**src/rtl/pipelined_ready_fifo.sv**
```systemverilog
// pipelined_ready_fifo
//   Purpose : circular-buffer FIFO feeding a registered first-word-fall-through
//             output stage, with a credit-style ready sent back upstream.
//   Latency : a write in cycle N is visible on dataOut/dataOutValid in cycle N+2
//             (one cycle into memory, one cycle memory -> output register).
//   Backpressure: writeEn cannot be stalled. readyForInput drops while free
//             space is no longer larger than READY_LATENCY, so that a sender
//             honouring the pipe delay never overruns. A write that still
//             arrives while full (and not popping) is dropped and sets the
//             sticky overflow flag.
//
// Ports
//   clk, rst        clock, synchronous active-high reset
//   writeEn, dataIn write strobe and data from the upstream delay pipe
//   readyForInput   registered credit back to the sender
//   dataOut, dataOutValid, dataOutReady  registered head word and its handshake
//   overflow        sticky "a write was dropped"
//   occupancy       words held, memory plus output register
module pipelined_ready_fifo #(
  parameter int WIDTH         = 32,
  parameter int DEPTH_LOG2    = 5,
  parameter int READY_LATENCY = 4
) (
  input  logic                  clk,
  input  logic                  rst,
  input  logic                  writeEn,
  input  logic [WIDTH-1:0]      dataIn,
  output logic                  readyForInput,
  output logic [WIDTH-1:0]      dataOut,
  output logic                  dataOutValid,
  input  logic                  dataOutReady,
  output logic                  overflow,
  output logic [DEPTH_LOG2:0]   occupancy
);

  localparam int              DEPTH   = 1 << DEPTH_LOG2;
  localparam int              CW      = DEPTH_LOG2 + 1;
  localparam logic [CW-1:0]   DEPTH_C = CW'(DEPTH);
  localparam logic [CW-1:0]   LAT_C   = CW'(READY_LATENCY);

  // Storage. The output register counts toward DEPTH, so the memory never
  // holds more than DEPTH-1 words; the write slot is therefore always free.
  logic [WIDTH-1:0]      mem_q [DEPTH];

  logic [DEPTH_LOG2-1:0] wr_ptr_q, wr_ptr_d;
  logic [DEPTH_LOG2-1:0] rd_ptr_q, rd_ptr_d;
  logic [CW-1:0]         occ_q, occ_d;
  logic                  out_vld_q, out_vld_d;
  logic [WIDTH-1:0]      out_dat_q, out_dat_d;
  logic                  ovf_q, ovf_d;
  logic                  rdy_q, rdy_d;

  logic                  pop;
  logic                  push;
  logic                  drop;
  logic                  full;
  logic                  mem_has_data;
  logic                  load_out;

  // Handshake decode. Everything is gated by rst so inputs are ignored while
  // the block is being reset.
  always_comb begin
    pop          = ~rst & out_vld_q & dataOutReady;
    full         = (occ_q == DEPTH_C);
    // A pop in the same cycle frees the slot, so a write at full is accepted.
    push         = ~rst & writeEn & (~full | pop);
    drop         = ~rst & writeEn & full & ~pop;
    // Words in memory = occupancy minus the one held in the output register.
    mem_has_data = (occ_q > CW'(out_vld_q));
    // Refill the output register whenever it is empty or being emptied; this
    // is what gives one pop per cycle while data is available.
    load_out     = ~rst & mem_has_data & (~out_vld_q | pop);
  end

  // Next-state computation for all registered state.
  always_comb begin
    wr_ptr_d  = wr_ptr_q;
    rd_ptr_d  = rd_ptr_q;
    occ_d     = occ_q;
    out_vld_d = out_vld_q;
    out_dat_d = out_dat_q;
    ovf_d     = ovf_q;
    rdy_d     = rdy_q;

    if (rst) begin
      wr_ptr_d  = '0;
      rd_ptr_d  = '0;
      occ_d     = '0;
      out_vld_d = 1'b0;
      ovf_d     = 1'b0;
      rdy_d     = 1'b0;
    end else begin
      // Pointers wrap naturally at 2^DEPTH_LOG2.
      if (push) begin
        wr_ptr_d = wr_ptr_q + DEPTH_LOG2'(1);
      end
      if (load_out) begin
        rd_ptr_d  = rd_ptr_q + DEPTH_LOG2'(1);
        out_dat_d = mem_q[rd_ptr_q];
      end
      out_vld_d = load_out | (out_vld_q & ~pop);

      unique case ({push, pop})
        2'b10:   occ_d = occ_q + CW'(1);
        2'b01:   occ_d = occ_q - CW'(1);
        default: occ_d = occ_q;
      endcase

      ovf_d = ovf_q | drop;
      // Credit reflects the occupancy that will be visible next cycle.
      // occ_d never exceeds DEPTH, so the subtraction cannot wrap.
      rdy_d = ((DEPTH_C - occ_d) > LAT_C);
    end
  end

  always_ff @(posedge clk) begin
    wr_ptr_q  <= wr_ptr_d;
    rd_ptr_q  <= rd_ptr_d;
    occ_q     <= occ_d;
    out_vld_q <= out_vld_d;
    out_dat_q <= out_dat_d;
    ovf_q     <= ovf_d;
    rdy_q     <= rdy_d;
  end

  // Memory array: no reset, written only on an accepted push.
  always_ff @(posedge clk) begin
    if (push) begin
      mem_q[wr_ptr_q] <= dataIn;
    end
  end

  assign readyForInput = rdy_q;
  assign dataOut       = out_dat_q;
  assign dataOutValid  = out_vld_q;
  assign overflow      = ovf_q;
  assign occupancy     = occ_q;

endmodule

```
**config.mk**
```make
export PLATFORM = sky130hd
export DESIGN_NAME = pipelined_ready_fifo
export DESIGN_NICKNAME = d
export VERILOG_FILES = /design/src/rtl/pipelined_ready_fifo.sv
export SDC_FILE = /design/constraint.sdc
export NUM_CORES = 1
export LEC_CHECK = 0
export CORE_UTILIZATION = 56
export CTS_CLUSTER_SIZE = 14
export DETAILED_ROUTE_END_ITERATION = 6
export GPL_ROUTABILITY_DRIVEN = 0
export HOLD_SLACK_MARGIN = 0.05
export PLACE_DENSITY = 0.85
export SYNTH_ARGS = -nofsm -noshare
export SYNTH_HDL_FRONTEND = slang
export SYNTH_SLANG_ARGS = --single-unit
```
**constraint.sdc**
```tcl
create_clock -name clk -period 4.69 [get_ports clk]
set_input_delay 0.469 -clock clk [delete_from_list [all_inputs] [get_ports clk]]
set_output_delay 0.469 -clock clk [all_outputs]
set_load 0.01 [all_outputs]
```
==> summary.md <==
| Metric | Value |
|---|---|
| Status | `complete, no violations` |
| Most area-consuming cells after synthesis | `edfxtp_1 78%, mux4_2 18%, mux2_2 0.94%` |
| Worst Reg-to-Reg Cells | `6` |
| Final nets | `~1.8k` |
| Die W | `approximately 270 µm` |
| Worst Path Buf+Inv | `1` |
| Clock sink count | `about 1.1k` |
| Async set or reset register ratio after synthesis | `0%` |
| Post-synthesis area per instance | `between 20 and 25 µm²` |
| Slowest cell delay on critical path | `a little under 0.9 ns` |
| Share of cells above drive strength 1 | `between 30% and 40%` |
| Max Slew Vio Count | `0` |
| Residual DRC | `0` |
| WP data required | `slightly above 5 ns` |
| Mux cell area share after synthesis | `18.7%` |
| Pwr Total | `around 23 mW` |
| Most frequent cells in the layout | `1056 x edfxtp_1, 320 x mux4_2, 102 x clkbuf_16, 76 x clkdlybuf4s50_1, 37 x buf_4` |
| Hold Path Class | `flop to flop` |
| Startpoint type of the worst setup path | `flop` |
| Max Buffers Root-to-Sink | `3` |
| PortBufs | `76` |
| Post-synthesis cell type count | `39` |
| Critical path class | `flop to flop` |
| Flops & latches, synth | `1075` |
| Layout fillers | `between 4k and 5k` |
| Hold path cells | `2` |
| Max Fclk | `279 MHz` |
| # Max-Cap Violations | `0` |
| Full die area | `around 74000 µm²` |
| Largest family of logic cells by synthesized area | `multiplexers` |
| Initial core utilization | `56.9%` |
| Number of synthesized flops with an enable pin | `approximately 1.1k` |
| Synth Area in XOR/XNOR | `less than 1%` |
| Vias per cell | `6.74` |
| CP delay by family, top | `simple AND/OR/NAND/NOR gates` |
| Clock Latency Late Sink | `0.67 ns` |
| Tot GR Track Use | `27.4%` |
| Critical path arrival | `a little under 4 ns` |
| Synth Cell Area | `40900 µm²` |
| Compound-gate portion of the synthesized area | `0.315%` |
| Drt pass-1 iters | `6` |
| Via count | `roughly 19k` |
| Post-DRT Antenna Nets | `0` |
| Root Buffer | `clkbuf_16` |
| Top-area cell type share of the netlist area | `between 70% and 80%` |
| Final setup viols | `0` |
| Grt ovf | `0` |
| Syn Inst Count | `roughly 1.6k` |
| Crit. End Element | `flop` |
| Unrepaired setup endpoints after global routing | `no` |
| CTS clk-pin slew, worst paths | `0.06 ns` |
| Setup bufs post-CTS | `0` |
| DR WL/cell | `~35 µm` |
| Detailed Route Iter0 Violations | `approximately 2.4k` |
| Commonest non-fill, non-tap cell in the layout | `edfxtp_1` |
| Vias in the first global route | `19.8k` |
| Top_reg_cell synth | `edfxtp_1` |
| Largest net degree at the start of global routing | `between 60 and 70` |
| Slew HR | `around 2.5%` |
| First-pass GRT wire length | `143000 µm` |
| Post-CTS Resized | `0` |
| Core Box Area | `roughly 70000 µm²` |
| Detailed-route wire length | `between 90000 and 100000 µm` |
| Pwr/cell area | `around 510 nW/µm²` |
| Post-layout minimum cycle time | `roughly 3.6 ns` |
| Clock skew | `between 0.02 and 0.03 ns` |
| Final hold vios | `0` |
| Num CTS Buffers | `99` |
| Worst Path Max Fanout | `19` |
| P_leak | `around 14 nW` |
| WP depth | `6` |
| Critical path cell sequence | `nor3_1 > and3_1 > a21oi_2 > nand2_1 > nor2_4 > buf_4` |
| Slowest-stage cell, CP | `nor2_4` |
| Util after Layout | `around 65%` |
| TritonCTS clock tree | `yes` |
| I/O pins | `77` |
| Die Span Y | `about 270 µm` |
| Initial antenna violation count | `2` |
| Synthesis-to-layout area growth | `13.6%` |
| Peak supply drop | `roughly 370 µV` |
| # rows | `about 100` |
| Worst-Margin Slew | `between 1 and 1.5 ns` |
| Period Utilization, post-route | `between 70% and 80%` |
| Synth Area in Simple Gates | `0.955%` |
| Hold_buf cts | `0` |
| Ys Warns | `0` |
| Setup_tns | `0 ns` |
| Syn_nets | `around 1.7k` |
| Area leader, netlist | `edfxtp_1` |
| Sequential area share after synthesis | `78.5%` |
| HPWL after DPL | `approximately 54000 µm` |
| Htree depth | `3` |
| Post-Synth Adder-Cell Area | `less than 1%` |
[worst paths after layout]
check,start,to,slack [ns]
worst max-delay path,occupancy[2],mem_q[12][9],1.11
worst min register to register,overflow,overflow,0.50
worst max register to register,occupancy[2],mem_q[12][9],1.11
worst min-delay path,overflow,overflow,0.50
[routing by layer]
layer  track usage [%]  wire [µm]  vias up  share of wire (%)
met4              9.51       3230        0                3.3
met2              46.7      51500     1356                 52
met3              4.90       8630      196                8.8
met5                 0          0        -                  0
li1                  -          -     7390                  -
met1              35.8      34900    10100                 36
[cells by family after synthesis]
logic type | after synthesis
xor gates and xnor gates | 11
adders and majority gates | 7
buffers and inverters | 90
AOI/OAI and AO/OA | 19
muxes | 359
and+or+nand+nor | 88
DFF | 1075
[report_power, final]
| group | switching, mW | internal, mW |
|---|---|---|
| registers | 0.228 | 10.8 |
| clock network | 3.47 | 4.40 |
| logic | 2.23 | 2.40 |
[state kept, by name (all words and copies together), names as in the netlist]
signal,count
occupancy,6
readyForInput,1
wr_ptr_q,5
dataOutValid,1
dataOut,32
rd_ptr_q,5
overflow,1
mem_q,1024
[synth_stat cells (all sizes together) (2+ instances only)]
cell type and count:
clkbuf 45, ha 7, inv 6, nand3b 2, nand4 4, nor3 2
o21a 4, xnor2 4, mux2i 5, a21oi 8, dfxtp 19, mux2 34
nand2 16, xor2 7, edfxtp 1056, mux4 320, nor2 51, nand3 4
buf 39
[tightest hold or removal path, delay by kind of cell (launching register included)]
| kind | cells | cell delay [ns] |
|---|---|---|
| flops | 1 | 0.34 |
| compound gates | 1 | 0.05 |
| simple gates | 1 | 0.08 |
[cell type report]
class | count | area (µm²) | share of cell area [%]
timing repair buffer | 132 | 1420 | 3.05
tap | 950 | 1190 | 2.56
sequential | 1075 | 32100 | 69.1
clock inverter | 46 | 433 | 0.932
clock buffer | 129 | 2670 | 5.76
inverter | 6 | 22.5 | 0.0485
antenna | 2 | 5.00 | 0.0108
multi-input combinational | 484 | 8600 | 18.5
[per-stage QoR]
step           instance area, µm²  hold slack (ns)  setup WS, ns  cells
2_1_floorplan               40900            0.505         0.203   1649
3_3_place_gp                43300            0.477         0.942   2647
3_5_place_dp                43300            0.480         0.738   2647
4_1_cts                     46400            0.506          1.18   2822
5_1_grt                     46400            0.560          1.03   2822
6_report                    46400            0.504          1.11   2824
No activity file was read; power rests on OpenSTA's default activity.
